### src/rtl/watch_pkg.sv
// Shared definitions for the watch time counter.
//   mode_e      : operating modes, encoding matches the external mode output
//   BLANK       : BCD code the 7-segment decoder renders as all segments off
//   *_LIMIT     : highest value each time field reaches before wrapping
package watch_pkg;

   typedef enum logic [1:0] {
      RUN     = 2'b00,
      SET_HR  = 2'b01,
      SET_MIN = 2'b10
   } mode_e;

   localparam logic [3:0] BLANK = 4'hF;

   localparam int unsigned SEC_LIMIT  = 59;
   localparam int unsigned MIN_LIMIT  = 59;
   localparam int unsigned HR24_LIMIT = 23;
   localparam int unsigned HR12_LIMIT = 12;

   function automatic int unsigned tens_of(input int unsigned value);
      return value / 10;
   endfunction

   function automatic int unsigned ones_of(input int unsigned value);
      return value % 10;
   endfunction

endpackage

### src/rtl/bcd_mod_counter.sv
// Two-digit BCD modulo counter with separate tens/ones registers.
//   clk, rst_n   : clock, synchronous active-low reset (loads RST_TENS/RST_ONES)
//   inc          : advance by one; at MAX_TENS/MAX_ONES wraps to 0/MIN_ONES
//   clr          : load the wrap value 0/MIN_ONES
//   blank        : registered display digits show BLANK instead of the value
//   tens, ones   : registered display digits
//   carry        : combinational, high when this inc wraps the counter
module bcd_mod_counter
   import watch_pkg::*;
#(
   parameter int unsigned MAX_TENS = 5,
   parameter int unsigned MAX_ONES = 9,
   parameter int unsigned MIN_ONES = 0,
   parameter int unsigned RST_TENS = 0,
   parameter int unsigned RST_ONES = 0
) (
   input  logic       clk,
   input  logic       rst_n,
   input  logic       inc,
   input  logic       clr,
   input  logic       blank,
   output logic [3:0] tens,
   output logic [3:0] ones,
   output logic       carry
);

   logic [3:0] val_tens, val_ones;
   logic [3:0] nxt_tens, nxt_ones;
   logic       at_max;

   always_comb begin
      at_max   = (val_tens == 4'(MAX_TENS)) && (val_ones == 4'(MAX_ONES));
      carry    = inc && at_max;
      nxt_tens = val_tens;
      nxt_ones = val_ones;
      if (clr) begin
         nxt_tens = 4'd0;
         nxt_ones = 4'(MIN_ONES);
      end else if (inc) begin
         if (at_max) begin
            nxt_tens = 4'd0;
            nxt_ones = 4'(MIN_ONES);
         end else if (val_ones == 4'd9) begin
            nxt_tens = val_tens + 4'd1;
            nxt_ones = 4'd0;
         end else begin
            nxt_ones = val_ones + 4'd1;
         end
      end
   end

   // Display digits are registered from the next value so they move in
   // the same cycle as the count itself.
   always_ff @(posedge clk) begin
      if (!rst_n) begin
         val_tens <= 4'(RST_TENS);
         val_ones <= 4'(RST_ONES);
         tens     <= 4'(RST_TENS);
         ones     <= 4'(RST_ONES);
      end else begin
         val_tens <= nxt_tens;
         val_ones <= nxt_ones;
         tens     <= blank ? BLANK : nxt_tens;
         ones     <= blank ? BLANK : nxt_ones;
      end
   end

endmodule

### src/rtl/watch_time_counter.sv
// Wristwatch time-of-day counter with a RUN / SET_HR / SET_MIN setting FSM.
//   clk, rst_n          : clock, synchronous active-low reset
//   tick_1hz            : one-cycle pulse per second
//   mode_btn, inc_btn   : one-cycle debounced button pulses
//   hr_*, min_*, sec_*  : registered BCD digits (BLANK while the set field blinks)
//   mode                : current mode (00 RUN, 01 SET_HR, 10 SET_MIN)
//   day_pulse           : one-cycle pulse at the midnight rollover
module watch_time_counter
   import watch_pkg::*;
#(
   parameter bit H24 = 1'b1
) (
   input  logic       clk,
   input  logic       rst_n,
   input  logic       tick_1hz,
   input  logic       mode_btn,
   input  logic       inc_btn,
   output logic [3:0] hr_tens,
   output logic [3:0] hr_ones,
   output logic [3:0] min_tens,
   output logic [3:0] min_ones,
   output logic [3:0] sec_tens,
   output logic [3:0] sec_ones,
   output logic [1:0] mode,
   output logic       day_pulse
);

   localparam int unsigned HR_LIMIT = H24 ? HR24_LIMIT : HR12_LIMIT;
   localparam int unsigned HR_MIN   = H24 ? 0 : 1;
   localparam int unsigned HR_RST   = H24 ? 0 : HR12_LIMIT;

   mode_e state_q, state_d;
   logic  blink_q, blink_d;
   logic  day_d;
   logic  inc_ok;
   logic  sec_inc, sec_clr, min_inc, hr_inc;
   logic  sec_carry, min_carry, hr_carry;
   logic  min_blank, hr_blank;

   always_comb begin
      state_d = state_q;
      if (mode_btn) begin
         unique case (state_q)
            RUN:     state_d = SET_HR;
            SET_HR:  state_d = SET_MIN;
            SET_MIN: state_d = RUN;
            default: state_d = RUN;
         endcase
      end

      blink_d = blink_q;
      if (state_d != state_q) begin
         blink_d = 1'b0;
      end else if ((state_q != RUN) && tick_1hz) begin
         blink_d = ~blink_q;
      end

      // mode_btn wins over a coincident inc_btn
      inc_ok  = inc_btn && !mode_btn;
      sec_inc = (state_q == RUN) && tick_1hz;
      sec_clr = (state_q == SET_MIN) && mode_btn;
      min_inc = ((state_q == RUN) && sec_carry) || ((state_q == SET_MIN) && inc_ok);
      hr_inc  = ((state_q == RUN) && min_carry) || ((state_q == SET_HR) && inc_ok);

      hr_blank  = (state_d == SET_HR) && blink_d;
      min_blank = (state_d == SET_MIN) && blink_d;

      // In RUN the hour display is never blanked, so it holds the true hour.
      // 12-hour midnight is the 11 -> 12 step, not the 12 -> 01 wrap.
      if (H24) begin
         day_d = sec_carry && min_carry && hr_carry;
      end else begin
         day_d = sec_carry && min_carry && (hr_tens == 4'd1) && (hr_ones == 4'd1);
      end
   end

   always_ff @(posedge clk) begin
      if (!rst_n) begin
         state_q   <= RUN;
         blink_q   <= 1'b0;
         day_pulse <= 1'b0;
      end else begin
         state_q   <= state_d;
         blink_q   <= blink_d;
         day_pulse <= day_d;
      end
   end

   assign mode = state_q;

   bcd_mod_counter #(
      .MAX_TENS (tens_of(SEC_LIMIT)),
      .MAX_ONES (ones_of(SEC_LIMIT)),
      .MIN_ONES (0),
      .RST_TENS (0),
      .RST_ONES (0)
   ) u_sec (
      .clk   (clk),
      .rst_n (rst_n),
      .inc   (sec_inc),
      .clr   (sec_clr),
      .blank (1'b0),
      .tens  (sec_tens),
      .ones  (sec_ones),
      .carry (sec_carry)
   );

   bcd_mod_counter #(
      .MAX_TENS (tens_of(MIN_LIMIT)),
      .MAX_ONES (ones_of(MIN_LIMIT)),
      .MIN_ONES (0),
      .RST_TENS (0),
      .RST_ONES (0)
   ) u_min (
      .clk   (clk),
      .rst_n (rst_n),
      .inc   (min_inc),
      .clr   (1'b0),
      .blank (min_blank),
      .tens  (min_tens),
      .ones  (min_ones),
      .carry (min_carry)
   );

   bcd_mod_counter #(
      .MAX_TENS (tens_of(HR_LIMIT)),
      .MAX_ONES (ones_of(HR_LIMIT)),
      .MIN_ONES (HR_MIN),
      .RST_TENS (tens_of(HR_RST)),
      .RST_ONES (ones_of(HR_RST))
   ) u_hr (
      .clk   (clk),
      .rst_n (rst_n),
      .inc   (hr_inc),
      .clr   (1'b0),
      .blank (hr_blank),
      .tens  (hr_tens),
      .ones  (hr_ones),
      .carry (hr_carry)
   );

endmodule

### config.mk
export PLATFORM = sky130hd
export DESIGN_NAME = watch_time_counter
export DESIGN_NICKNAME = d
export VERILOG_FILES = /design/src/rtl/watch_pkg.sv /design/src/rtl/bcd_mod_counter.sv /design/src/rtl/watch_time_counter.sv
export SDC_FILE = /design/constraint.sdc
export NUM_CORES = 1
export LEC_CHECK = 0
export CORE_MARGIN = 1
export CORE_UTILIZATION = 40
export CTS_BUF_LIST = sky130_fd_sc_hd__clkbuf_4 sky130_fd_sc_hd__clkbuf_8
export CTS_CLUSTER_SIZE = 16
export DETAILED_ROUTE_END_ITERATION = 16
export PLACE_DENSITY = 0.66
export SLEW_MARGIN = 20
export SYNTH_ARGS = -nofsm -noshare
export SYNTH_HDL_FRONTEND = slang
export SYNTH_HIERARCHICAL = 1
export SYNTH_SLANG_ARGS = --single-unit
### constraint.sdc
create_clock -name clk -period 3.1 [get_ports clk]
set_input_delay 0.31 -clock clk [delete_from_list [all_inputs] [get_ports clk]]
set_output_delay 0.31 -clock clk [all_outputs]
set_load 0.1 [all_outputs]
==> impl_metrics.csv <==
group,metric,value,unit
floorplan,rows,26,
grt,antenna_found_initial,0,
logic_synthesis,synth_edf_count,0,
clock_network,clock-sinks,52,
logic_synthesis,netlist_instances,225,
clock_network,cts_tree,"yes",
logic_synthesis,ys_types,45,
critical_path,r2r_slack,0.33,ns
pwr,total_leakage_power,1.13,nW
route,wl_met2,1580,um
critical_path,critPathArrivalTime,3.04,ns
sta,max_freq,349,MHz
clock_network,htreeDepth,2,
sta,finalWorstPathRequiredPeriod,2.86,ns
placed_design,numPlacedInstances,328,
critical_path,cp-end-kind,"flip-flop",
final_layout,nNetsFinal,282,
clock_network,ctsLongestPathBuffers,2,
sta,drv_slew,0,
min_path,hp-class,"reg2reg",
floorplan,initial_core_util,0.427,
flow_run,drv_cap,0,
floorplan,core,5270,um^2
placed_design,gp_congestion,0.738,
grt,grt_pass1_vias,1410,
clock_network,clock_latency,0.29,ns
logic_synthesis,syn_avg_cell_area,9.99,um^2
floorplan,die_x,77.0,um
final_layout,multiInputGateArea,1140,um^2
clock_network,post_cts_buffers,0,
final_layout,num-fill-cells,508,
logic_synthesis,ys_ff_latch,52,
final_layout,regArea,1050,um^2
sta,relSlewSlack,0.350,
sta,rsz0062_at_grt,"no",
logic_synthesis,synth_top_flop_cell,"dfxtp_1",
run_status,status,"completed",
sta,setup_tns,0,ns
grt,grt_pass1_wl,6410,um
final_layout,antennaDiodeCount,0,
floorplan,die_h,77.0,um
critical_path,crit_required,3.28,ns
route,drt-vias-per-instance,4.79,
floorplan,die_area,5930,um^2
grt,overflow,0,
route,highest-signal-layer,"met4",
route,wl,3720,um
final_layout,final_common_cell,"dfxtp_1",
route,routedLengthMet1,1970,um
logic_synthesis,ys_warn_count,6,
logic_synthesis,async_reset_ff_frac,0,
placed_design,portBuffers,31,
critical_path,cp-start-kind,"input port",
pwr,powerDensity,458,nW/um^2
route,dr.pass1.iters,4,
final_layout,stdcell_count,336,
final_layout,stdcell_area,2760,um^2
route,drt_iter0_drc,34,
clock_network,clk_pin_slew,0.09,ns
logic_synthesis,ys_seq_area_frac,0.463,
route,drc,0,
clock_network,cts_made_buffers,5,
grt,grtUsageTotal,0.134,
floorplan,io_pins,32,
pwr,peakVddDrop,236,uV
clock_network,cts_hold_buf,0,
final_layout,fin_util,0.524,
sta,final-hold-violation-count,0,
sta,setup_viol,0,
critical_path,path_max_fanout,7,
sta,clock_skew,0.00465,ns
route,wl_per_cell,11.1,um
placed_design,dpl.hpwl,2690,um
route,vias,1610,
route,ant_nets,0,
logic_synthesis,syn_area,2250,um^2
final_layout,layout-drive-gt1-share,0.143,
grt,grt_max_degree,16,
final_layout,syn2layout_area_growth,22.9,%
final_layout,most-common-layout-cells,"dfxtp_1, clkdlybuf4s50_1, nor2_1",
clock_network,clock-root-buffer,"clkbuf_8",
clock_network,ctsResizeCount,0,
sta,tightest_slew,0.973,ns
critical_path,critPathKind,"in2reg",
placed_design,placed_cell_area,2670,um^2
sta,fin_crit_sh,0.924,
route,wl_met3,114,um
## power breakdown
part	switching (mW)	internal, mW	total [mW]
Clock	0.203	0.178	0.382
Combinational	0.134	0.0527	0.187
Sequential	0.0131	0.684	0.697
Total	0.351	0.915	1.27
## flip-flops by register name (all words and copies together), names as in the netlist
name,flops
u_min/val_ones,4
u_hr/val_ones,4
mode,2
u_min/ones,4
u_hr/val_tens,4
day_pulse,1
u_min/tens,4
u_sec/val_tens,4
u_hr/tens,4
u_min/val_tens,4
blink_q,1
u_hr/ones,4
u_sec/ones,4
u_sec/tens,4
u_sec/val_ones,4
## cell usage after synthesis, types with 2 or more instances
master,count,area (um^2)
o21ai_0,18,90.1
nand3_1,2,10.0
mux2i_1,3,30.0
a21o_1,2,15.0
and2b_2,2,17.5
inv_1,6,22.5
nand4_1,3,18.8
nor2_1,25,93.8
ha_1,12,150
a21oi_1,10,50.1
nand2b_4,2,27.5
nand2b_1,8,50.1
xnor2_1,4,35.0
nor4b_1,2,17.5
nor3_1,4,20.0
o21bai_1,2,15.0
nor3b_1,5,37.5
xor2_1,6,52.6
buf_6,4,45.0
nor2_2,2,12.5
o211ai_1,2,15.0
dfxtp_1,52,1040
and3b_1,3,26.3
nand2_1,11,41.3
nand4b_4,2,47.6
nand3b_1,4,30.0
o21ai_1,5,25.0
a211oi_4,2,40.0
buf_2,4,20.0
nor2b_1,3,18.8
## kinds of logic after synthesis
logic type               Yosys count  synth area share
XOR/XNOR                          10            0.0390
adder cells (fa/ha/maj)           12            0.0668
other                              1           0.00167
AND/OR/NAND/NOR                   86             0.245
buffers and inverters             15            0.0406
AO/OA/AOI/OAI                     46             0.131
flip-flops                        52             0.463
multiplexers                       3            0.0134
## routing by layer
metal / vias to the layer above / GRT usage
li1: 849 / -
met1: 730 / 0.183
met2: 26 / 0.203
met3: 5 / 0.0321
met4: 0 / 0.0509
met5: - / 0
## per-stage QoR
step	total power [mW]	setup slack (ns)	hold slack (ns)
final	1.27	0.237	0.525
after global routing	1.33	0.0544	0.548
after CTS	1.28	0.214	0.534
after detailed placement	0.899	-0.0766	0.522
after global placement	0.899	-0.0170	0.498
after floorplan	0.862	-0.125	0.424
## worst paths after layout
| check | start | end | cells after the start |
|---|---|---|---|
| setup / recovery | tick_1hz | u_hr/tens[3] | 14 |
| hold / removal | blink_q | blink_q | 2 |
| setup reg to reg | mode[1] | u_hr/tens[3] | 13 |
| hold reg to reg | blink_q | blink_q | 2 |
## area by class of cell
cell class	count	share of cell area
Multi-Input combinational cell	160	0.411
Sequential cell	52	0.380
Timing Repair Buffer	40	0.136
Tap cell	70	0.0317
Clock buffer	6	0.0299
Inverter	6	0.00815
Clock inverter	2	0.00362
## critical path, cell delays in order
cell and delay [ns]:
clkdlybuf4s50_1 0.48, nor3b_2 0.28, nand4b_4 0.13, and2b_2 0.22, nand2b_1 0.06, a21oi_2 0.19
nand4b_4 0.12, and2b_2 0.23, nand2b_1 0.06, a21oi_2 0.23, and4b_2 0.31, nand4_1 0.12
xor2_1 0.22, o21ai_1 0.08
Power figures use the tool's default switching activity.
